### config.mk
export PLATFORM = sky130hd
export DESIGN_NAME = seg7_scan_driver
export DESIGN_NICKNAME = d
export VERILOG_FILES = /design/src/rtl/seg7_pkg.sv /design/src/rtl/seg7_decode.sv /design/src/rtl/seg7_scan_driver.sv
export SDC_FILE = /design/constraint.sdc
export NUM_CORES = 1
export LEC_CHECK = 0
export CORE_MARGIN = 2
export CORE_UTILIZATION = 51
export DETAILED_ROUTE_END_ITERATION = 7
export GPL_ROUTABILITY_DRIVEN = 0
export PLACE_DENSITY = 0.83
export SETUP_SLACK_MARGIN = 0.02
export SYNTH_ARGS = -nofsm -noshare
export SYNTH_HDL_FRONTEND = slang
export SYNTH_SLANG_ARGS = --single-unit
### constraint.sdc
create_clock -name clk_2 -period 1.9 [get_ports clk_2]
set_input_delay 0.285 -clock clk_2 [delete_from_list [all_inputs] [get_ports clk_2]]
set_output_delay 0.285 -clock clk_2 [all_outputs]
set_load 0.02 [all_outputs]
### src/rtl/seg7_pkg.sv
// seg7_pkg: shared definitions for the 7-segment scan driver and decoder.
//   - segment patterns for status glyphs, bit order {g,f,e,d,c,b,a}
//   - glyph index enum (codes with bit4=1 select a glyph by this index)
//   - per-digit register-file entry type and its blank value
//   - hex nibble to segment helper
package seg7_pkg;

  localparam int CODE_W = 5;
  localparam logic [CODE_W-1:0] BLANK_CODE = 5'h17;

  localparam logic [6:0] LETRA_A      = 7'h77;
  localparam logic [6:0] LETRA_F      = 7'h71;
  localparam logic [6:0] LETRA_P      = 7'h73;
  localparam logic [6:0] NIVEL_ALTO   = 7'h5F;
  localparam logic [6:0] NIVEL_NORMAL = 7'h54;
  localparam logic [6:0] NIVEL_BAIXO  = 7'h7C;
  localparam logic [6:0] DESCALIBRADO = 7'h5E;
  localparam logic [6:0] BLANK        = 7'h00;
  localparam logic [6:0] DASH         = 7'h40;

  typedef enum logic [3:0] {
    GLYPH_A            = 4'd0,
    GLYPH_F            = 4'd1,
    GLYPH_P            = 4'd2,
    GLYPH_NIVEL_ALTO   = 4'd3,
    GLYPH_NIVEL_NORMAL = 4'd4,
    GLYPH_NIVEL_BAIXO  = 4'd5,
    GLYPH_DESCALIBRADO = 4'd6,
    GLYPH_BLANK        = 4'd7,
    GLYPH_DASH         = 4'd8
  } glyph_e;

  typedef struct packed {
    logic [CODE_W-1:0] code;
    logic              dp;
    logic              blink;
  } entry_t;

  localparam entry_t ENTRY_BLANK = {BLANK_CODE, 1'b0, 1'b0};

  function automatic logic [6:0] hex_to_seg(input logic [3:0] nib);
    logic [6:0] pat;
    case (nib)
      4'h0:    pat = 7'h3F;
      4'h1:    pat = 7'h06;
      4'h2:    pat = 7'h5B;
      4'h3:    pat = 7'h4F;
      4'h4:    pat = 7'h66;
      4'h5:    pat = 7'h6D;
      4'h6:    pat = 7'h7D;
      4'h7:    pat = 7'h07;
      4'h8:    pat = 7'h7F;
      4'h9:    pat = 7'h6F;
      4'hA:    pat = 7'h77;
      4'hB:    pat = 7'h7C;
      4'hC:    pat = 7'h39;
      4'hD:    pat = 7'h5E;
      4'hE:    pat = 7'h79;
      4'hF:    pat = 7'h71;
      default: pat = 7'h00;
    endcase
    return pat;
  endfunction

endpackage

### src/rtl/seg7_decode.sv
// seg7_decode: combinational 5-bit digit code to 7-segment pattern.
// Ports:
//   code    in  5  bit4=0: hex nibble in bits[3:0]; bit4=1: glyph index
//   pattern out 7  {g,f,e,d,c,b,a}, active-high; unused glyph indices blank
module seg7_decode
  import seg7_pkg::*;
(
  input  logic [CODE_W-1:0] code,
  output logic [6:0]        pattern
);

  // Select hex or glyph table from the code's mode bit.
  always_comb begin
    pattern = BLANK;
    if (code[4]) begin
      case (glyph_e'(code[3:0]))
        GLYPH_A:            pattern = LETRA_A;
        GLYPH_F:            pattern = LETRA_F;
        GLYPH_P:            pattern = LETRA_P;
        GLYPH_NIVEL_ALTO:   pattern = NIVEL_ALTO;
        GLYPH_NIVEL_NORMAL: pattern = NIVEL_NORMAL;
        GLYPH_NIVEL_BAIXO:  pattern = NIVEL_BAIXO;
        GLYPH_DESCALIBRADO: pattern = DESCALIBRADO;
        GLYPH_BLANK:        pattern = BLANK;
        GLYPH_DASH:         pattern = DASH;
        default:            pattern = BLANK;
      endcase
    end else begin
      pattern = hex_to_seg(code[3:0]);
    end
  end

endmodule

### src/rtl/seg7_scan_driver.sv
// seg7_scan_driver: time-multiplexed driver for NDIGITS 7-segment digits.
// Ports:
//   clk_2      in   system clock
//   reset      in   synchronous active-high reset
//   wr_en      in   write strobe; stores {wr_code, wr_dp, wr_blink} at wr_idx
//   wr_idx     in   target digit (writes with wr_idx >= NDIGITS are dropped)
//   wr_code    in   5-bit digit code (see seg7_decode)
//   wr_dp      in   decimal point for the target digit
//   wr_blink   in   blink enable for the target digit
//   clear      in   blank every entry; overrides a simultaneous write
//   seg        out  {dp,g,f,e,d,c,b,a}, active-high, registered
//   dig_sel    out  one-hot digit enable, registered
//   frame_done out  one-cycle pulse as the last digit's dwell ends
module seg7_scan_driver
  import seg7_pkg::*;
#(
  parameter int NDIGITS   = 4,
  parameter int SCAN_DIV  = 4,
  parameter int BLINK_DIV = 8
) (
  input  logic                                          clk_2,
  input  logic                                          reset,
  input  logic                                          wr_en,
  input  logic [((NDIGITS > 1) ? $clog2(NDIGITS) : 1)-1:0] wr_idx,
  input  logic [CODE_W-1:0]                             wr_code,
  input  logic                                          wr_dp,
  input  logic                                          wr_blink,
  input  logic                                          clear,
  output logic [7:0]                                    seg,
  output logic [NDIGITS-1:0]                            dig_sel,
  output logic                                          frame_done
);

  localparam int IDX_W  = (NDIGITS > 1) ? $clog2(NDIGITS) : 1;
  localparam int PCNT_W = (SCAN_DIV > 1) ? $clog2(SCAN_DIV) : 1;
  localparam int FCNT_W = (BLINK_DIV > 1) ? $clog2(BLINK_DIV) : 1;

  logic [PCNT_W-1:0] pcnt;
  logic [IDX_W-1:0]  ptr;
  logic [FCNT_W-1:0] fcnt;
  logic              phase;
  entry_t            entries [NDIGITS];

  logic   pcnt_wrap;
  logic   frame_wrap;
  logic   blink_wrap;
  logic   wr_ok;
  entry_t cur;
  logic [6:0] dec_pattern;
  logic [7:0] seg_next;

  assign pcnt_wrap  = (pcnt == PCNT_W'(SCAN_DIV - 1));
  assign frame_wrap = pcnt_wrap && (ptr == IDX_W'(NDIGITS - 1));
  assign blink_wrap = frame_wrap && (fcnt == FCNT_W'(BLINK_DIV - 1));
  assign wr_ok      = wr_en && (int'(wr_idx) < NDIGITS);
  assign cur        = entries[ptr];

  seg7_decode u_decode (
    .code    (cur.code),
    .pattern (dec_pattern)
  );

  // Blinking digits go fully dark (dp included) in the odd blink phase.
  always_comb begin
    seg_next = 8'h00;
    if (cur.blink && phase) begin
      seg_next = 8'h00;
    end else begin
      seg_next = {cur.dp, dec_pattern};
    end
  end

  // Scan prescaler, digit pointer, frame counter and blink phase.
  always_ff @(posedge clk_2) begin
    if (reset) begin
      pcnt  <= '0;
      ptr   <= '0;
      fcnt  <= '0;
      phase <= 1'b0;
    end else begin
      pcnt <= pcnt_wrap ? '0 : pcnt + PCNT_W'(1);
      if (frame_wrap) begin
        ptr  <= '0;
        fcnt <= blink_wrap ? '0 : fcnt + FCNT_W'(1);
      end else if (pcnt_wrap) begin
        ptr <= ptr + IDX_W'(1);
      end
      if (blink_wrap) begin
        phase <= ~phase;
      end
    end
  end

  // Per-digit register file; clear beats a same-cycle write.
  always_ff @(posedge clk_2) begin
    if (reset || clear) begin
      for (int i = 0; i < NDIGITS; i++) begin
        entries[i] <= ENTRY_BLANK;
      end
    end else if (wr_ok) begin
      entries[wr_idx] <= {wr_code, wr_dp, wr_blink};
    end
  end

  // Registered outputs follow the pointer with one cycle of latency.
  always_ff @(posedge clk_2) begin
    if (reset) begin
      seg        <= 8'h00;
      dig_sel    <= '0;
      frame_done <= 1'b0;
    end else begin
      seg        <= seg_next;
      dig_sel    <= NDIGITS'(1) << ptr;
      frame_done <= frame_wrap;
    end
  end

endmodule

**Word-level counts from Yosys, hierarchy flattened**

Memories as Yosys holds them, arrays and structs flattened. A register that Yosys moved wholly into a read port is not among the register bits.
Cells that the tools add are included.

- Flip-flop bits (word level): 21
- Bits in writable memories: 28
- Bits in read-only memories: 224
- Bits of input ports: 13
- Output and inout bits: 13
- Memories: 3

Memory list:

| name | words | width | read ports | clocked after Yosys merged registers in | wr ports | RTL line | text |
|---|---|---|---|---|---|---|---|
| (no name shown) | 16 | 7 | 1 | 0 | 0 | seg7_decode.sv:16 | `case (glyph_e'(code[3:0]))` |
| (no name shown) | 16 | 7 | 1 | 0 | 0 | seg7_pkg.sv:43 | `case (nib)` |
| entries | 4 | 7 | 1 | 1 | 4 | seg7_scan_driver.sv:42 | `entry_t entries [NDIGITS];` |

- Add/subtract/negate cells: 3
- Eq/ne operators: 3
- Shift-type cells: 1
- Muxes and demuxes: 12
- Bitwise logic cells: 1
- Reduce and logical (&&, ||, !) cells: 8

Operators by type and width:

| cell | count |
|---|---|
| two-way mux 7 bit | 2 |
| OR reduction 7 bit | 1 |
| two-way mux 1 bit | 6 |
| two-way mux 2 bit | 3 |
| OR reduction 2 bit | 3 |
| adder 2 x 1 -> 2 bit, second input constant | 2 |
| == test 2 bit, second input constant | 2 |
| << shifter 1 x 2 -> 4 bit, first input constant | 1 |
| adder 3 x 1 -> 3 bit, second input constant | 1 |
| == test 3 bit, second input constant | 1 |
| logical AND 1 bit | 3 |
| two-way mux 3 bit | 1 |
| logical OR 1 bit | 1 |
| NOT 1 bit | 1 |

**Depth between registers and ports, before layout**

- Depth after elaboration: 5
- Gate-level depth with buffers: 8
- Gate-level depth less buffers: 7

**Cells and area by module**

From an unflattened synthesis, not the netlist that was laid out.

- Cell total of the unflattened synthesis: 206
- Area, all modules: 2489.9 um^2

By module, submodules not included:

| module | times used | cells an instance | area an instance (um^2) | seq. area each (um^2) |
|---|---|---|---|---|
| seg7_scan_driver | 1 | 145 | 2049.5 | 1301.2 |
| seg7_decode | 1 | 61 | 440.4 | 0.0 |

**Worst setup path before layout**

Ideal clock, no wire load.

- Kind: register to register
- Start: reg (tool-made name)
- End: reg seg[3]
- Setup time: 0.120 ns
- Arrival: 1.931 ns
- Setup slack: -0.151 ns
- Stages on the path, launching flop included: 8
- Path buffers: 1
- Cells stage by stage: dfxtp_1 > buf_6 > mux4_1 > inv_1 > ha_1 > nand2_1 > a21oi_1 > o31a_1

RTL lines:

| element | RTL line | text |
|---|---|---|
| to (signal assigned) | seg7_scan_driver.sv:112 | `seg <= seg_next;` |
| to (decl) | seg7_scan_driver.sv:29 | `output logic [7:0] seg,` |

==> reports/results.tsv <==
metric	value	unit
min-delay worst type	flop to flop	
initial drt markers	99	
Switch Pwr	601	uW
Pint	1.70	mW
Total Wirelength	4370	um
worst-margin pin slew	0.308	ns
commonest non-fill, non-tap cell in the layout	edfxtp_1	
mapped cell area	2510	sq um
fin crit share	1.01	
failing checks	setup timing	
hold path endpoint	pcnt[0]	
Max Slew Vio Count	0	
Reg power frac	0.548	
Synthesized Nets	232	
vias	1654	
Worst IR Drop VDD	0.000619	V
drt wl/cell	13.5	um
CTS tree	yes	
DR vias/cell	5.09	
final layout net count	282	
layout cell share with drive strength beyond 1	0.233	
Slew HR	0.792	
Post-DRT Antenna Nets	0	
largest net degree at the start of global routing	18	
RR Endpoint	seg[1]	
iteration count of the initial detailed-routing pass	4	
Mean Syn Cell Area	12.1	sq um
area delta synth->final	23.7	%
IO Pins	26	
pre-CTS setup slack	-0.0454	ns
clock share of power	0.276	
status	finished, violations left	
global-route wire length before repair	7660	um
Setup crit start kind	flop	
final clock skew	0.0102	ns
clk root buf	clkbuf_8	
latest clock arrival within the worst-skew pair	0.31	ns
Overall Global Routing Usage	0.188	
Die ar.	5490	sq um
Die Y-Extent	74.1	um
most frequent cells in the layout	edfxtp_1, clkdlybuf4s50_1, buf_4	
max_cap viols	0	
Critical Path End Type	flop	
Total Power	2.30	mW
Worst-path clk slew	0.10	ns
hold_sp	pcnt[0]	
Die X-Extent	74.1	um
post-layout min period	1.92	ns
initial antenna violation count	0	
clock sink count	51	
Arrival @ worst endpoint	2.11	ns
RSZ-0062 raised after global routing	yes	
Initial Util	0.531	
combinational share of power	0.176	
fillers	371	
Max clock buf depth	2	
remaining global-route overflow	0	
Leak	1.14	nW
fmax	522	MHz
switch share	0.261	
final hold vios	0	
final worst setup slack	-0.0153	ns
Final Setup Violations	1	
core area	4720	sq um
critical setup path kind	flop to flop	
path depth of the worst reg2reg path	7	
Yosys cell types	38	
worst-path fanout max	5	
vias in the first global route	1649	
register bit total from synthesis	51	
Worst Path Required	2.10	ns
H-Tree Depth	2	
Detail Placement HPWL	3370	um
final core utilization	0.657	
Synth Instances	207	
Core Rows	25	
DRC viols	0	
YS warnings	0	
register area share after synthesis	0.519	
Pwr per Cell Area	742	nW/um^2
# diodes	0	
number of port buffers	25	
Num CTS Buffers	5	
Hold Path Depth	1	
r2r setup slk	-0.02	ns
[repair_timing]
item	4_1_cts	5_1_grt
hold buffers	0	0
endpoints found under the setup margin	5	7
endpoints found under the hold margin	0	0
pin swaps	0	5
setup buffers	0	2
gates resized for setup	5	10
[logic make-up after synthesis]
group,synth area share
xor+xnor,0.00349
mux,0.116
buf+inv,0.0309
flops,0.519
compound gates,0.0783
simple gates,0.193
fa+ha+maj,0.0599
[registers in the layout, indices dropped and copies added, names as in the netlist, named ones only]
register / flops
seg: 8
phase: 1
ptr: 2
frame_done: 1
fcnt: 3
entries: 28
dig_sel: 4
pcnt: 2
[layer usage]
metal / part of all wire / global-route usage / routed length, um
met3: 0.035 / 0.0447 / 155
met2: 0.50 / 0.319 / 2180
met5: 0 / 0 / 0
met1: 0.44 / 0.233 / 1940
met4: 0.022 / 0.0727 / 97
[metrics by stage]
| step | instance area [sq um] | setup TNS (ns) | instances | hold slack, ns |
|---|---|---|---|---|
| floorplan | 2500 | 0 | 207 | 0.361 |
| global placement | 2960 | 0 | 315 | 0.416 |
| detailed placement | 2960 | -0.336 | 315 | 0.427 |
| CTS | 3050 | 0 | 323 | 0.440 |
| global route | 3100 | -0.156 | 325 | 0.456 |
| finish | 3100 | -0.0153 | 325 | 0.432 |
[how the worst max path moves through the flow]
stage               startpoint            end  slack [ns]  cells after the start
detailed placement        flop         seg[0]       -0.05                      5
floorplan                 flop         seg[3]      0.0006                      7
global placement         reset  entries[2][6]        0.03                      5
global route              flop         seg[1]       -0.08                      7
CTS                       flop         seg[3]        0.02                      6
finish                    flop         seg[1]       -0.02                      7
[final cells by class]
class	instances	area, sq um	area share
tap	67	83.8	0.0270
timing repair buffer	49	434	0.140
clock buffer	5	68.8	0.0222
inverter	9	36.3	0.0117
sequential	51	1310	0.421
multi-input combinational	141	1150	0.370
clock inverter	3	23.8	0.00766
[power by group through the flow]
stage	clock network [mW]	logic, mW	registers [mW]
after floorplan	0	0.206	1.31
after global placement	0	0.373	1.29
after detailed placement	0	0.381	1.29
after CTS	0.644	0.386	1.26
after global routing	0.687	0.444	1.27
final	0.634	0.405	1.26
[critical path: stages (launching register included)]
cell      delay, ns
dfxtp_4        0.39
mux4_2         0.59
buf_4          0.18
ha_1           0.20
inv_1          0.07
mux2i_1        0.06
o221ai_1       0.22
a21boi_2       0.08
[cell usage after synthesis]
| cell | number | area share |
|---|---|---|
| a2111o_1 | 1 | 0.0045 |
| a2111oi_1 | 1 | 0.0040 |
| a211oi_1 | 2 | 0.0060 |
| a21boi_0 | 1 | 0.0030 |
| a21boi_1 | 1 | 0.0030 |
| a21oi_1 | 9 | 0.018 |
| a21oi_4 | 1 | 0.0065 |
| and2_1 | 11 | 0.027 |
| and3_1 | 3 | 0.0075 |
| and3b_1 | 1 | 0.0035 |
| buf_2 | 2 | 0.0040 |
| buf_4 | 1 | 0.0030 |
| buf_6 | 2 | 0.0090 |
| clkbuf_1 | 1 | 0.0015 |
| dfxtp_1 | 23 | 0.18 |
| edfxtp_1 | 28 | 0.34 |
| ha_1 | 12 | 0.060 |
| inv_1 | 9 | 0.013 |
| mux2_2 | 1 | 0.0045 |
| mux2i_1 | 5 | 0.020 |
| mux4_1 | 7 | 0.073 |
| mux4_2 | 2 | 0.018 |
| nand2_1 | 9 | 0.013 |
| nand2b_1 | 21 | 0.052 |
| nand3_1 | 5 | 0.010 |
| nand3b_1 | 1 | 0.0030 |
| nor2_1 | 12 | 0.018 |
| nor3_1 | 7 | 0.014 |
| nor3b_1 | 7 | 0.021 |
| nor4_1 | 1 | 0.0025 |
| o2111a_1 | 1 | 0.0045 |
| o21ai_0 | 4 | 0.0080 |
| o21ai_2 | 1 | 0.0035 |
| o221ai_1 | 3 | 0.010 |
| o311ai_0 | 1 | 0.0035 |
| o31a_1 | 1 | 0.0035 |
| or2_2 | 8 | 0.020 |
| xor2_1 | 1 | 0.0035 |
(Power assumes the default switching activity.)
